### config.mk
export PLATFORM = sky130hd
export DESIGN_NAME = abro_stim_driver
export DESIGN_NICKNAME = d
export VERILOG_FILES = /design/src/rtl/abro_stim_driver.sv
export SDC_FILE = /design/constraint.sdc
export NUM_CORES = 1
export LEC_CHECK = 0
export CAP_MARGIN = 20
export CORE_UTILIZATION = 35
export CTS_BUF_LIST = sky130_fd_sc_hd__clkbuf_2 sky130_fd_sc_hd__clkbuf_4 sky130_fd_sc_hd__clkbuf_8
export DETAILED_ROUTE_END_ITERATION = 16
export PLACE_DENSITY = 0.53
export SKIP_LAST_GASP = 1
export SYNTH_ARGS = -nofsm -noshare
export SYNTH_HDL_FRONTEND = slang
export SYNTH_SLANG_ARGS = --single-unit
### constraint.sdc
create_clock -name clk -period 2.8 [get_ports clk]
set_input_delay 0.7 -clock clk [delete_from_list [all_inputs] [get_ports clk]]
set_output_delay 0.7 -clock clk [all_outputs]
set_load 0.005 [all_outputs]
### src/rtl/abro_stim_driver.sv
// Stimulus driver for the ABRO state machine.
// Each accepted start runs one A/B pulse sequence against the ABRO instance,
// watches O for a response within a timeout, and keeps pass/fail tallies.
// Ports:
//   clk, reset      - rising-edge clock, synchronous active-low reset
//   start           - one-cycle command strobe, honoured only when idle
//   order           - 00 A,B / 01 B,A / 10 A+B together / 11 A only (expect no O)
//   gap             - idle cycles between first and second pulse
//   timeout         - maximum wait cycles for O (0 behaves as 1)
//   dut_rst, A, B   - stimulus to the ABRO instance
//   O_in            - ABRO output
//   busy, done      - run in progress / end-of-run strobe
//   pass, early     - run result, valid while done is high
//   pass_cnt        - saturating count of passed runs
//   fail_cnt        - saturating count of failed runs
module abro_stim_driver #(
    parameter int unsigned GAP_W = 8,
    parameter int unsigned TMO_W = 8,
    parameter int unsigned CNT_W = 16
) (
    input  logic             clk,
    input  logic             reset,
    input  logic             start,
    input  logic [1:0]       order,
    input  logic [GAP_W-1:0] gap,
    input  logic [TMO_W-1:0] timeout,
    output logic             dut_rst,
    output logic             A,
    output logic             B,
    input  logic             O_in,
    output logic             busy,
    output logic             done,
    output logic             pass,
    output logic             early,
    output logic [CNT_W-1:0] pass_cnt,
    output logic [CNT_W-1:0] fail_cnt
);

    localparam logic [2:0] S_IDLE    = 3'd0;
    localparam logic [2:0] S_RST_DUT = 3'd1;
    localparam logic [2:0] S_FIRST   = 3'd2;
    localparam logic [2:0] S_GAP     = 3'd3;
    localparam logic [2:0] S_SECOND  = 3'd4;
    localparam logic [2:0] S_WAIT_O  = 3'd5;
    localparam logic [2:0] S_DONE    = 3'd6;

    localparam logic [1:0] ORD_AB   = 2'b00;
    localparam logic [1:0] ORD_BA   = 2'b01;
    localparam logic [1:0] ORD_BOTH = 2'b10;
    localparam logic [1:0] ORD_A    = 2'b11;

    logic [2:0]       state_q,    state_d;
    logic [1:0]       order_q,    order_d;
    logic [GAP_W-1:0] gap_q,      gap_d;
    logic [TMO_W-1:0] tmo_q,      tmo_d;
    logic [GAP_W-1:0] gcnt_q,     gcnt_d;
    logic [TMO_W-1:0] tcnt_q,     tcnt_d;
    logic             resp_q,     resp_d;
    logic             dut_rst_q,  dut_rst_d;
    logic             a_q,        a_d;
    logic             b_q,        b_d;
    logic             busy_q,     busy_d;
    logic             done_q,     done_d;
    logic             pass_q,     pass_d;
    logic             early_q,    early_d;
    logic [CNT_W-1:0] pass_cnt_q, pass_cnt_d;
    logic [CNT_W-1:0] fail_cnt_q, fail_cnt_d;
    logic [TMO_W-1:0] tmo_eff;

    // A zero timeout still allows one wait cycle.
    assign tmo_eff = (tmo_q == '0) ? TMO_W'(1) : tmo_q;

    // Next-state, datapath and registered-output decode.
    always_comb begin
        state_d    = state_q;
        order_d    = order_q;
        gap_d      = gap_q;
        tmo_d      = tmo_q;
        gcnt_d     = gcnt_q;
        tcnt_d     = tcnt_q;
        resp_d     = resp_q;
        pass_d     = 1'b0;
        early_d    = 1'b0;
        pass_cnt_d = pass_cnt_q;
        fail_cnt_d = fail_cnt_q;

        case (state_q)
            S_IDLE: begin
                if (start) begin
                    order_d = order;
                    gap_d   = gap;
                    tmo_d   = timeout;
                    resp_d  = 1'b0;
                    state_d = S_RST_DUT;
                end
            end
            S_RST_DUT: begin
                state_d = S_FIRST;
            end
            S_FIRST: begin
                if (order_q == ORD_BOTH) begin
                    // Both inputs together complete the sequence here.
                    resp_d  = O_in;
                    tcnt_d  = tmo_eff;
                    state_d = S_WAIT_O;
                end else if (O_in) begin
                    early_d = 1'b1;
                    state_d = S_DONE;
                end else if (gap_q != '0) begin
                    gcnt_d  = gap_q;
                    state_d = S_GAP;
                end else begin
                    state_d = S_SECOND;
                end
            end
            S_GAP: begin
                if (O_in) begin
                    early_d = 1'b1;
                    state_d = S_DONE;
                end else if (gcnt_q <= GAP_W'(1)) begin
                    state_d = S_SECOND;
                end else begin
                    gcnt_d = gcnt_q - GAP_W'(1);
                end
            end
            S_SECOND: begin
                resp_d  = O_in;
                tcnt_d  = tmo_eff;
                state_d = S_WAIT_O;
            end
            S_WAIT_O: begin
                // A response captured in the completing pulse ends the wait at once.
                if (resp_q || O_in) begin
                    pass_d  = (order_q != ORD_A);
                    state_d = S_DONE;
                end else if (tcnt_q <= TMO_W'(1)) begin
                    pass_d  = (order_q == ORD_A);
                    state_d = S_DONE;
                end else begin
                    tcnt_d = tcnt_q - TMO_W'(1);
                end
            end
            S_DONE: begin
                state_d = S_IDLE;
            end
            default: begin
                state_d = S_IDLE;
            end
        endcase

        // Tallies move together with the done strobe.
        if (state_d == S_DONE) begin
            if (pass_d) begin
                if (pass_cnt_q != '1) pass_cnt_d = pass_cnt_q + CNT_W'(1);
            end else begin
                if (fail_cnt_q != '1) fail_cnt_d = fail_cnt_q + CNT_W'(1);
            end
        end

        dut_rst_d = (state_d == S_RST_DUT);
        a_d       = ((state_d == S_FIRST)  && (order_d != ORD_BA)) ||
                    ((state_d == S_SECOND) && (order_d == ORD_BA));
        b_d       = ((state_d == S_FIRST)  && ((order_d == ORD_BA) || (order_d == ORD_BOTH))) ||
                    ((state_d == S_SECOND) && (order_d == ORD_AB));
        busy_d    = (state_d != S_IDLE);
        done_d    = (state_d == S_DONE);
    end

    // State and output registers.
    always_ff @(posedge clk) begin
        if (!reset) begin
            state_q    <= S_IDLE;
            order_q    <= '0;
            gap_q      <= '0;
            tmo_q      <= '0;
            gcnt_q     <= '0;
            tcnt_q     <= '0;
            resp_q     <= 1'b0;
            dut_rst_q  <= 1'b0;
            a_q        <= 1'b0;
            b_q        <= 1'b0;
            busy_q     <= 1'b0;
            done_q     <= 1'b0;
            pass_q     <= 1'b0;
            early_q    <= 1'b0;
            pass_cnt_q <= '0;
            fail_cnt_q <= '0;
        end else begin
            state_q    <= state_d;
            order_q    <= order_d;
            gap_q      <= gap_d;
            tmo_q      <= tmo_d;
            gcnt_q     <= gcnt_d;
            tcnt_q     <= tcnt_d;
            resp_q     <= resp_d;
            dut_rst_q  <= dut_rst_d;
            a_q        <= a_d;
            b_q        <= b_d;
            busy_q     <= busy_d;
            done_q     <= done_d;
            pass_q     <= pass_d;
            early_q    <= early_d;
            pass_cnt_q <= pass_cnt_d;
            fail_cnt_q <= fail_cnt_d;
        end
    end

    assign dut_rst  = dut_rst_q;
    assign A        = a_q;
    assign B        = b_q;
    assign busy     = busy_q;
    assign done     = done_q;
    assign pass     = pass_q;
    assign early    = early_q;
    assign pass_cnt = pass_cnt_q;
    assign fail_cnt = fail_cnt_q;

endmodule

==> metrics.md, run 1 <==
| Metric | Value |
|---|---|
| Post-synthesis sequential area ratio | `0.395` |
| Fmax achieved | `384 MHz` |
| DRC | `0` |
| Via count | `3861` |
| Placement Rows | `38` |
| Total of max-cap violations | `0` |
| Antenna-violating nets left | `0` |
| I/O Buffers | `60` |
| Syn Nets | `517` |
| Leading register cell type out of synthesis | `dfxtp_1` |
| Worst Slack Setup Final | `0.195 ns` |
| Slew HR | `0.521` |
| Leading cell types by total area after synthesis | `dfxtp_1 40%, a21oi_1 8.3%, nand2_1 5.5%, nand4_1 3.0%, nor2_1 3.0%` |
| # diodes | `0` |
| Crit share post-route | `0.931` |
| Routability cong. | `0.829` |
| Number of primary I/O pins | `61` |
| WHS | `0.473 ns` |
| Die Y | `108 um` |
| Total Power | `2.91 mW` |
| Cell Count Post-Placement | `684` |
| Hold_buf cts | `0` |
| Compound-Gate Fraction of Synth Area | `0.233` |
| Core area | `10800 sq um` |
| DRT iter0 DRCs | `165` |
| Post-synth top area share | `0.395` |
| Starting Density | `0.360` |
| Area of the multi-input gates | `2200 sq um` |
| Die area | `11600 sq um` |
| Fillers | `1118` |
| RSZ-0062 raised after global routing | `no` |
| CTS tree | `built` |
| Psw | `958 uW` |
| Postcts setup bufs | `0` |
| CP endpoint kind | `flip-flop` |
| Mux cell area share after synthesis | `0.0180` |
| Clock Tree Buf Depth | `2` |
| CP Class | `flip-flop to flip-flop` |
| Commonest cells in the netlist | `77 x dfxtp_1, 65 x a21oi_1, 57 x nand2_1` |
| CP required | `3.08 ns` |
| Seq cells post-synth | `77` |
| Adder-Cell Fraction of Synth Area | `0.0257` |
| Pwr dens | `590 nW/um^2` |
| Final wirelength | `10400 um` |
| Nets | `585` |
| Status | `finished clean` |
| Clock share of power | `0.276` |
| Clk root buf | `clkbuf_8` |
| TritonCTS Buffers | `9` |
| Sw Share | `0.329` |
| Combinational fraction of design power | `0.269` |
| Post-synth top area cell | `dfxtp_1` |
| Number of distinct library cells after synthesis | `54` |
| GRT overflow | `0` |
| H-tree Lvls | `3` |
| Flop pwr share | `0.455` |
| Vias per cell | `5.52` |
| CP max FO | `10` |
| Synth Cell Area | `3900 sq um` |
| Routed WL per cell | `14.8 um` |
| First-pass GRT wire length | `17400 um` |
| Largest family of logic cells by synthesized area | `simple AND/OR/NAND/NOR gates` |
| Cells after Synth | `487` |
| Reg area | `1540 sq um` |
| TritonRoute pass-1 iters | `4` |
| Layout cell share with drive strength beyond 1 | `0.0875` |
| Syn-to-layout area delta | `26.8%` |
| Initial antenna violation count | `0` |
| Final setup violation count | `0` |
| Number of gates resized after cts | `0` |
| Pint | `1.96 mW` |
| Pre-CTS setup slack | `-0.104 ns` |
| Setup_tns | `0 ns` |
| Final-report hold violation count | `0` |
| Leak | `1.65 nW` |
| Post-Synth Simple-Gate Area | `0.283` |
| GRT Overall Usage | `0.191` |
| Min cycle time layout | `2.61 ns` |
| Yosys warning count | `0` |
| Critical path arrival | `2.89 ns` |
| Async S/R FF share, synth | `0` |
| Number of global-route vias before repair | `3563` |
| Most numerous cell in the Yosys netlist | `dfxtp_1` |
| Xor-xnor portion of the synthesized cell area | `0.00225` |
| Final Max Slew Viols | `0` |
| Clk slew on worst S/H paths | `0.07 ns` |
| Post-Syn Area per Cell | `8.01 sq um` |
| Post-synth EDFFs | `0` |
| Setup crit start kind | `flip-flop` |
| Detailed placement HPWL | `7430 um` |
| Largest net degree at the start of global routing | `37` |
| Worst slew pin tran | `0.716 ns` |
| Worst vdd ir | `0.000269 V` |
| Type of the most critical hold path | `flip-flop to flip-flop` |
| DIE WIDTH | `108 um` |
| Clock Sinks | `77` |
| Fin cells | `700` |
| Clk Latency, worst-skew pair | `0.36 ns` |
| Worst clock skew | `0.0110 ns` |
==> power groups by stage <==
stage               registers, mW  logic [mW]  clock network [mW]
floorplan                    1.29       0.548                   0
global placement             1.35       0.780                   0
detailed placement           1.35       0.786                   0
CTS                          1.33       0.787               0.840
global route                 1.35       0.881               0.887
finish                       1.33       0.783               0.805
==> critical path, cell delays in order (launching register included) <==
cell     delay [ns]
dfxtp_1        0.37
or4_4          0.56
o41a_1         0.46
or3_1          0.42
buf_4          0.19
or4_1          0.39
a21oi_1        0.14
==> metal layers <==
metal  vias up  track usage  routed length [um]  part of all wire
met5         -            0                   0                 0
met4         0       0.0607                 114             0.011
met3         8       0.0454                 389             0.038
met2        74        0.322                4940              0.48
met1      1830        0.239                4910              0.47
li1       1949            -                   -                 -
==> layout make-up <==
| type | count | share of cell area |
|---|---|---|
| clock buffers | 15 | 0.0367 |
| flip-flops and latches | 77 | 0.312 |
| clock inverters | 1 | 0.00101 |
| well taps | 140 | 0.0354 |
| inverters | 16 | 0.0121 |
| repair buffers | 82 | 0.157 |
| multi-input cells | 369 | 0.445 |
==> sequential cells by signal, summed over array words and instances (netlist names), 2 cells and up <==
register and count:
fail_cnt 16, gap_q 8, gcnt_q 8, order_q 2, pass_cnt 16, state_q 3, tcnt_q 8, tmo_q 8
==> cell usage in the layout (no fill, tap or decap), types with 5 or more instances in the layout <==
cell / instances
nor2_1: 31
nand2b_1: 7
and3_1: 5
ha_1: 8
o21ai_0: 22
mux2i_1: 7
buf_4: 21
nor4_1: 8
a21oi_1: 65
or4_1: 12
nand3_1: 18
nand4_1: 19
nor3_1: 11
or3_1: 12
clkdlybuf4s50_1: 60
nand3b_1: 5
clkbuf_8: 11
o31ai_1: 15
nand2_1: 57
dfxtp_1: 77
inv_1: 15
a21o_1: 6
==> path summary, 6_finish.rpt <==
kind                                start     endpoint  slack, ns  cells after the start
worst max register to register  tcnt_q[3]  pass_cnt[6]       0.19                      6
worst min register to register   tmo_q[0]     tmo_q[0]       0.47                      2
worst min-delay path             tmo_q[0]     tmo_q[0]       0.47                      2
worst max-delay path            tcnt_q[3]  pass_cnt[6]       0.19                      6
==> stage by stage <==
stage / utilization / area [sq um]
after global placement: 0.439 / 4760
after global routing: 0.456 / 4940
after CTS: 0.456 / 4940
after detailed placement: 0.439 / 4760
after floorplan: - / 3900
final: 0.456 / 4940
==> logic make-up (layout without fill, tap and decap cells) <==
family | Yosys count | count (layout)
simple gates | 207 | 207
compound gates | 146 | 146
flops | 77 | 77
buf+inv | 41 | 114
fa+ha+maj | 8 | 8
mux | 7 | 7
xor+xnor | 1 | 1
Power figures use the tool's default switching activity.
==> run 2: changes to the inputs <==
CORE_ASPECT_RATIO = 1.75   (was unset)
==> run 2 against run 1 <==
Effect of this change:
- register-to-register slack got worse by 0.04 ns
- combinational power grew 5.0%
- utilization increased by 0.99 points
- sequential power hardly changed
- cell count down 1.1%
==> metrics.md, run 2 (synthesis results as in run 1) <==
| Metric | Value |
|---|---|
| Clk slew on worst S/H paths | `0.08 ns` |
| Fmax achieved | `377 MHz` |
| Critical path arrival | `2.92 ns` |
| Met3 WL post-DR | `310 um` |
| Core area | `10800 sq um` |
| CP required | `3.07 ns` |
| RSZ-0062 raised after global routing | `no` |
| Clock Sinks | `77` |
| CP Class | `flip-flop to flip-flop` |
| Postcts setup bufs | `0` |
| Combinational fraction of design power | `0.256` |
| Clk Latency, worst-skew pair | `0.35 ns` |
| First-pass GRT wire length | `17200 um` |
| CTS tree | `built` |
| Flop pwr share | `0.409` |
| Psw | `968 uW` |
| Final wirelength | `10400 um` |
| Via count | `3836` |
| Slew HR | `0.555` |
| Placement Rows | `50` |
| Total of max-cap violations | `0` |
| Die area | `11600 sq um` |
| Number of gates resized after cts | `0` |
| Setup_tns | `0 ns` |
| Most common cell after layout, fill and taps aside | `dfxtp_1` |
| Clock Tree Buf Depth | `2` |
| Clk root buf | `clkbuf_8` |
| Commonest non-fill, non-tap cells in the layout | `77 x dfxtp_1, 65 x a21oi_1, 60 x clkdlybuf4s50_1` |
| Pwr dens | `640 nW/um^2` |
| Min cycle time layout | `2.65 ns` |
| Met2 wire len | `5620 um` |
| Final Max Slew Viols | `0` |
| Number of global-route vias before repair | `3632` |
| Routability cong. | `0.803` |
| Clock share of power | `0.335` |
| Status | `finished clean` |
| Nets | `587` |
| TritonCTS Buffers | `9` |
| Worst clock skew | `0.00535 ns` |
| Type of the most critical hold path | `flip-flop to flip-flop` |
| Hold_buf cts | `0` |
| Number of primary I/O pins | `61` |
| Final setup violation count | `0` |
| DIE WIDTH | `81.8 um` |
| Detailed placement HPWL | `7640 um` |
| I/O Buffers | `60` |
| Final-report hold violation count | `0` |
| GRT Overall Usage | `0.191` |
| Initial antenna violation count | `0` |
| Die Y | `142 um` |
| Antenna-violating nets left | `0` |
| Starting Density | `0.362` |
| CP max FO | `11` |
| Final core occ | `0.466` |
| # diodes | `0` |
| Routed WL per cell | `15.1 um` |
| Setup crit start kind | `flip-flop` |
| Pint | `2.24 mW` |
| TritonRoute pass-1 iters | `4` |
| Worst vdd ir | `0.000354 V` |
| DRC | `0` |
| Largest net degree at the start of global routing | `61` |
| CP endpoint kind | `flip-flop` |
| Sw Share | `0.302` |
| Crit share post-route | `0.946` |
| Layout cell share with drive strength beyond 1 | `0.0907` |
| GRT overflow | `0` |
| Highest metal used | `met4` |
| Syn-to-layout area delta | `28.6%` |
| DRT iter0 DRCs | `156` |
| H-tree Lvls | `3` |
| Leak | `1.69 nW` |
| Vias per cell | `5.54` |
| Worst slew pin tran | `0.668 ns` |
| Met1 Wirelength | `4270 um` |
==> run 2: layout make-up <==
class	count	area, sq um
clock buffer	13	173
clock inverter	3	90.1
fill	1098	5750
inverter	16	60.1
multi-input combinational	369	2190
sequential	77	1540
tap	130	163
timing repair buffer	84	793
==> run 2: final timing paths <==
check	from	endpoint	slack, ns	depth (start not counted)
min	tmo_q[0]	tmo_q[0]	0.47	2
max reg2reg	tcnt_q[2]	pass_cnt[6]	0.15	6
max	tcnt_q[2]	pass_cnt[6]	0.15	6
min reg2reg	tmo_q[0]	tmo_q[0]	0.47	2
==> run 2: power by group through the flow <==
stage	clock network (mW)	logic (mW)	registers, mW
floorplan	0	0.548	1.29
global placement	0	0.812	1.34
detailed placement	0	0.823	1.34
CTS	1.11	0.826	1.31
global route	1.16	0.917	1.32
finish	1.07	0.822	1.31
==> run 2: critical path, stage by stage, from the launching register on <==
cell	delay (ns)
dfxtp_1	0.38
or4_4	0.59
o41a_1	0.46
or3_1	0.41
buf_4	0.19
or4_1	0.39
a21oi_1	0.15
==> run 2: per-layer routing <==
layer | vias to the layer above | GRT usage
met5 | - | 0
met4 | 0 | 0.0766
met3 | 13 | 0.0373
met2 | 63 | 0.347
met1 | 1814 | 0.210
li1 | 1946 | -
==> run 2: metrics by stage <==
step                power (mW)  hold slack (ns)  std cells  instance area, sq um  worst slack, ns
floorplan                 1.83            0.436        487                  3900            0.338
global placement          2.15            0.456        676                  4750          -0.0711
detailed placement        2.16            0.456        676                  4750           -0.110
CTS                       3.25            0.467        692                  5010            0.145
global route              3.40            0.504        692                  5010           0.0339
finish                    3.21            0.466        692                  5010            0.151
